$ cat src/rtl/scg_init_if.sv
// Command/handshake bundle between the SDRAM init sequencer, the MRS
// sequence generator and the main command arbiter.
interface scg_init_if;
  logic       mrs_start;
  logic       mrs_done;
  logic [3:0] command;
  logic       init_done;

  modport master (
    output mrs_start,
    output command,
    output init_done,
    input  mrs_done
  );

  modport slave (
    input  mrs_start,
    input  command,
    input  init_done,
    output mrs_done
  );
endinterface

$ cat src/rtl/scg_init.sv
// SDRAM power-up sequencer: power-up idle, PRECHARGE ALL, N x AUTO REFRESH,
// then hands off to the MRS generator and latches init_done.
module scg_init #(
  parameter int POWERUP_CYCLES = 20000,
  parameter int TRP_CYCLES     = 2,
  parameter int TRFC_CYCLES    = 7,
  parameter int REFRESH_COUNT  = 8
) (
  input  logic       clk,
  input  logic       rst,
  scg_init_if.master bus
);

  localparam int MAX_PT   = (POWERUP_CYCLES > TRP_CYCLES) ? POWERUP_CYCLES : TRP_CYCLES;
  localparam int MAX_WAIT = (MAX_PT > TRFC_CYCLES) ? MAX_PT : TRFC_CYCLES;
  localparam int WW       = $clog2(MAX_WAIT) + 1;
  localparam int RW       = $clog2(REFRESH_COUNT) + 1;

  localparam logic [WW-1:0] PU_LAST   = WW'(POWERUP_CYCLES - 1);
  localparam logic [WW-1:0] TRP_LAST  = WW'(TRP_CYCLES - 1);
  localparam logic [WW-1:0] TRFC_LAST = WW'(TRFC_CYCLES - 1);
  localparam logic [RW-1:0] REF_TOTAL = RW'(REFRESH_COUNT);

  localparam logic [3:0] CMD_NOP       = 4'd0;
  localparam logic [3:0] CMD_PRECHARGE = 4'd5;
  localparam logic [3:0] CMD_REFRESH   = 4'd6;

  typedef enum logic [2:0] {
    POWERUP_WAIT,
    PRECHARGE,
    TRP_WAIT,
    REFRESH,
    TRFC_WAIT,
    MRS_START,
    MRS_WAIT,
    DONE
  } state_t;

  state_t        state;
  state_t        next_state;
  logic [WW-1:0] wait_cnt;
  logic [WW-1:0] wait_last;
  logic          wait_over;
  logic [RW-1:0] ref_cnt;

  // Terminal count of the timed states; untimed states use 0 so the counter parks.
  always_comb begin
    wait_last = '0;
    case (state)
      POWERUP_WAIT: wait_last = PU_LAST;
      TRP_WAIT:     wait_last = TRP_LAST;
      TRFC_WAIT:    wait_last = TRFC_LAST;
      default:      wait_last = '0;
    endcase
  end

  assign wait_over = (wait_cnt == wait_last);

  always_ff @(posedge clk or posedge rst) begin
    if (rst) begin
      state <= POWERUP_WAIT;
    end else begin
      state <= next_state;
    end
  end

  always_comb begin
    next_state = state;
    case (state)
      POWERUP_WAIT: if (wait_over) next_state = PRECHARGE;
      PRECHARGE:    next_state = TRP_WAIT;
      TRP_WAIT:     if (wait_over) next_state = REFRESH;
      REFRESH:      next_state = TRFC_WAIT;
      TRFC_WAIT: begin
        if (wait_over) next_state = (ref_cnt < REF_TOTAL) ? REFRESH : MRS_START;
      end
      MRS_START:    next_state = MRS_WAIT;
      MRS_WAIT:     if (bus.mrs_done) next_state = DONE;
      DONE:         next_state = DONE;
      default:      next_state = POWERUP_WAIT;
    endcase
  end

  // Wait counter restarts on every state change and saturates at its terminal count.
  always_ff @(posedge clk or posedge rst) begin
    if (rst) begin
      wait_cnt <= '0;
      ref_cnt  <= '0;
    end else begin
      if (next_state != state) begin
        wait_cnt <= '0;
      end else if (!wait_over) begin
        wait_cnt <= wait_cnt + 1'b1;
      end
      if (state == REFRESH) begin
        ref_cnt <= ref_cnt + 1'b1;
      end
    end
  end

  always_comb begin
    bus.command   = CMD_NOP;
    bus.mrs_start = 1'b0;
    bus.init_done = 1'b0;
    case (state)
      PRECHARGE: bus.command   = CMD_PRECHARGE;
      REFRESH:   bus.command   = CMD_REFRESH;
      MRS_START: bus.mrs_start = 1'b1;
      DONE:      bus.init_done = 1'b1;
      default:   bus.command   = CMD_NOP;
    endcase
  end

endmodule

$ cat src/flat_wrapper.sv
// flat-port wrapper written by rule: the top's interface ports become plain ports
module scg_init_flat 
#(
  parameter int POWERUP_CYCLES = 20000,
  parameter int TRP_CYCLES     = 2,
  parameter int TRFC_CYCLES    = 7,
  parameter int REFRESH_COUNT  = 8
)
  (clk, rst, bus_mrs_start, bus_command, bus_init_done, bus_mrs_done);
  scg_init_if bus_i ();
  input  logic clk;
  input  logic rst;
  output wire logic [$bits(bus_i.mrs_start)-1:0] bus_mrs_start;
  output wire logic [$bits(bus_i.command)-1:0] bus_command;
  output wire logic [$bits(bus_i.init_done)-1:0] bus_init_done;
  input wire logic [$bits(bus_i.mrs_done)-1:0] bus_mrs_done;
  assign bus_mrs_start = bus_i.mrs_start;
  assign bus_command = bus_i.command;
  assign bus_init_done = bus_i.init_done;
  assign bus_i.mrs_done = bus_mrs_done;
  scg_init #(.POWERUP_CYCLES(POWERUP_CYCLES), .TRP_CYCLES(TRP_CYCLES), .TRFC_CYCLES(TRFC_CYCLES), .REFRESH_COUNT(REFRESH_COUNT)) u_core (.clk(clk), .rst(rst), .bus(bus_i));
endmodule
$ cat config.mk
export PLATFORM = sky130hd
export DESIGN_NAME = scg_init_flat
export DESIGN_NICKNAME = d
export VERILOG_FILES = /design/src/rtl/scg_init_if.sv /design/src/rtl/scg_init.sv /design/src/flat_wrapper.sv
export SDC_FILE = /design/constraint.sdc
export NUM_CORES = 1
export LEC_CHECK = 0
export ABC_AREA = 0
export CAP_MARGIN = 15
export CELL_PAD_IN_SITES_DETAIL_PLACEMENT = 2
export CELL_PAD_IN_SITES_GLOBAL_PLACEMENT = 2
export CORE_AREA = 2 2 58 60
export CTS_BUF_LIST = sky130_fd_sc_hd__clkbuf_8
export DETAILED_ROUTE_END_ITERATION = 8
export DIE_AREA = 0 0 60 62
export DONT_BUFFER_PORTS = 1
export PLACE_DENSITY = 0.79
export SETUP_SLACK_MARGIN = 0.5
export SLEW_MARGIN = 20
export SYNTH_ARGS = -nofsm -noshare
export SYNTH_HDL_FRONTEND = slang
export SYNTH_SLANG_ARGS = --single-unit
$ cat constraint.sdc
create_clock -name clk -period 2.09 [get_ports clk]
set_input_delay 0.418 -clock clk [delete_from_list [all_inputs] [get_ports clk]]
set_output_delay 0.418 -clock clk [all_outputs]
set_load 0.02 [all_outputs]
==> qor.yml <==
viasPerCell: 5.46
die_w_um: 60
cp-startpoint: "u_core.state[0]$_DFF_PP0_"
routabilityCongestion: 0.781
htree_num_levels: 1
worstMarginPinSlew_ps: 726
final.setup.tns_ps: 0
fp-row-count: 21
slew_headroom_pct: 51.1
die-height_um: 62
ctsRootBufferMaster: "clkbuf_8"
status: "finished, final reports clean"
cts_sinks: 23
synth_seq_cells: 23
io_pins: 9
holdWs_ps: 78.6
place.detailed.hpwl_mm: 2.05
hold_path.class: "in2async"
finalHoldViolations: 0
port_buffers: 0
fmax_mhz: 537
period_needed_ps: 1860
insertion_delay_ps: 270
drv_cap: 0
wl_per_cell_um: 19.5
synth_area_um2: 1220
drive_gt1_share_pct: 38.9
clkTransAtPathRegs_ps: 80
cts_buffers: 3
cts_tree: "done"
final_common_cell: "dfrtp_1"
core_um2: 3180
rsz0062_at_grt: "true"
setup_viol: 0
path_class: "reg2reg"
fill_cells: 338
cp_data_arrival_time_ps: 2030
r2r_end: "u_core.wait_cnt[3]$_DFFE_PP0P_"
p_leak_nw: 0.657
avgSynthCellArea_um2: 9.43
critPathMaxFanout: 6
finalClockSkew_ps: 6.52
antenna_left: 0
vias: 1037
r2r_slack_ps: 230
overflow: 0
grt_max_degree: 24
ys_types: 34
syn_inst: 129
timing.rr.start: "u_core.state[0]$_DFF_PP0_"
diodes: 0
grt_antenna_before_repair: 0
worstRegToRegCells: 6
initialDrtViolationCount: 39
die_area_um2: 3720
synth-seq-area-share_pct: 47.3
final_cell_mix: "dfrtp_1 (20), buf_4 (13), nor2_1 (11)"
areaGrowthSynthToFinish_pct: 30.3
initial_core_util_pct: 38.3
start_kind: "flop"
end_kind: "flop"
drv_slew: 0
yosys_warnings: 0
fin_crit_sh_pct: 89.1
cts_hold_buf: 0
grt_usage_pct: 21.1
max-vdd-ir-drop_uv: 236
drt-pass1-iter-count: 4
cts_max_path_buffers: 2
grt_pass1_wl_mm: 5.65
nNetsFinal: 150
grt_pass1_vias: 1139
wirelength_mm: 3.70
synth_nets: 134
power_density_nw_per_um2: 462
cp.required_ps: 2250
drc: 0
cells in the mapped netlist:
master    instances  area [um^2]
and3_1            4         25.0
a211oi_1          1         7.51
nand3_1           4         20.0
dfrtp_1          23          576
buf_6             1         11.3
and2b_2           1         8.76
nor2_1           21         78.8
nand2_1          10         37.5
and4b_1           1         10.0
o31ai_1           1         7.51
inv_1             5         18.8
conb_1            1         3.75
a31oi_1           1         6.26
o22a_2            1         10.0
a21oi_1           5         25.0
o211ai_1          1         7.51
nor3_1            6         30.0
xnor2_1           8         70.1
nor2b_1           1         6.26
a41oi_1           1         8.76
nor4_1            4         25.0
o21ai_0           4         20.0
nand4_1           4         25.0
xor2_1            6         52.6
buf_4             2         15.0
ha_1              2         25.0
and2_2            2         15.0
o211a_1           1         10.0
and3_2            2         15.0
or3_1             1         6.26
clkbuf_1          1         3.75
o31a_4            1         17.5
or2_2             1         6.26
mux2_2            1         11.3
worst max path at each step:
stage | to | slack (ps)
3_5_place_dp | u_core.wait_cnt[4]$_DFFE_PP0P_ | 170
3_3_place_gp | u_core.wait_cnt[3]$_DFFE_PP0P_ | 280
4_1_cts | u_core.wait_cnt[4]$_DFFE_PP0P_ | 230
5_1_grt | u_core.wait_cnt[3]$_DFFE_PP0P_ | 170
2_1_floorplan | u_core.wait_cnt[11]$_DFFE_PP0P_ | 310
6_report | u_core.wait_cnt[3]$_DFFE_PP0P_ | 230
registers in the layout, summed over array words and instances, names as in the netlist:
signal,count
u_core.wait_cnt,16
u_core.ref_cnt,4
u_core.state,3
layer usage:
| metal | part of all wire, % | GRT usage, % |
|---|---|---|
| met2 | 55 | 36.0 |
| met4 | 1.3 | 12.1 |
| met1 | 41 | 24.2 |
| met5 | 0 | 0 |
| met3 | 3.0 | 4.97 |
per-stage QoR:
step	total power [mW]	area (um^2)	utilization (%)	std cells	setup slack, ps
3_5_place_dp	0.466	1290	40.6	176	169
6_report	0.733	1590	49.9	190	227
2_1_floorplan	0.463	1230	-	129	315
5_1_grt	0.770	1590	49.9	190	175
4_1_cts	0.742	1470	46.1	187	232
3_3_place_gp	0.466	1290	40.6	176	279
worst max-delay path: stages, from the launching register on:
cell and delay (ps):
dfrtp_1 410, or3_4 420, and3_4 180, o211ai_1 310, buf_4 220, and3_1 180, nor3_2 50
logic make-up after synthesis:
kind of cell / Yosys count / synth area share [%]
AO/OA/AOI/OAI: 17 / 9.88
XOR/XNOR: 14 / 10.1
adder cells (fa/ha/maj): 2 / 2.06
buffers and inverters: 9 / 4.01
flip-flops: 23 / 47.3
multiplexers: 1 / 0.926
other: 1 / 0.308
AND/OR/NAND/NOR: 62 / 25.4
power breakdown:
group          leakage, nW  internal, mW  switching, mW
Sequential           0.293         0.444              0
Clock               0.0269         0.131          0.145
Combinational        0.337       0.00158         0.0106
Total                0.657         0.577          0.156
repair_timing:
item / CTS / global route
cloned: 1 / 0
pin swaps: 8 / 13
buffers inserted: 6 / 3
setup endpoints to repair: 23 / 22
gates resized for setup: 16 / 23
layout make-up:
| class | instances | area [um^2] | area share, % |
|---|---|---|---|
| multi-input cells | 98 | 776 | 48.9 |
| flip-flops and latches | 23 | 579 | 36.5 |
| repair buffers | 14 | 109 | 6.87 |
| well taps | 46 | 57.6 | 3.63 |
| clock buffers | 3 | 41.3 | 2.60 |
| inverters | 5 | 18.8 | 1.18 |
| clock inverters | 1 | 3.75 | 0.237 |
(Power assumes the default switching activity.)
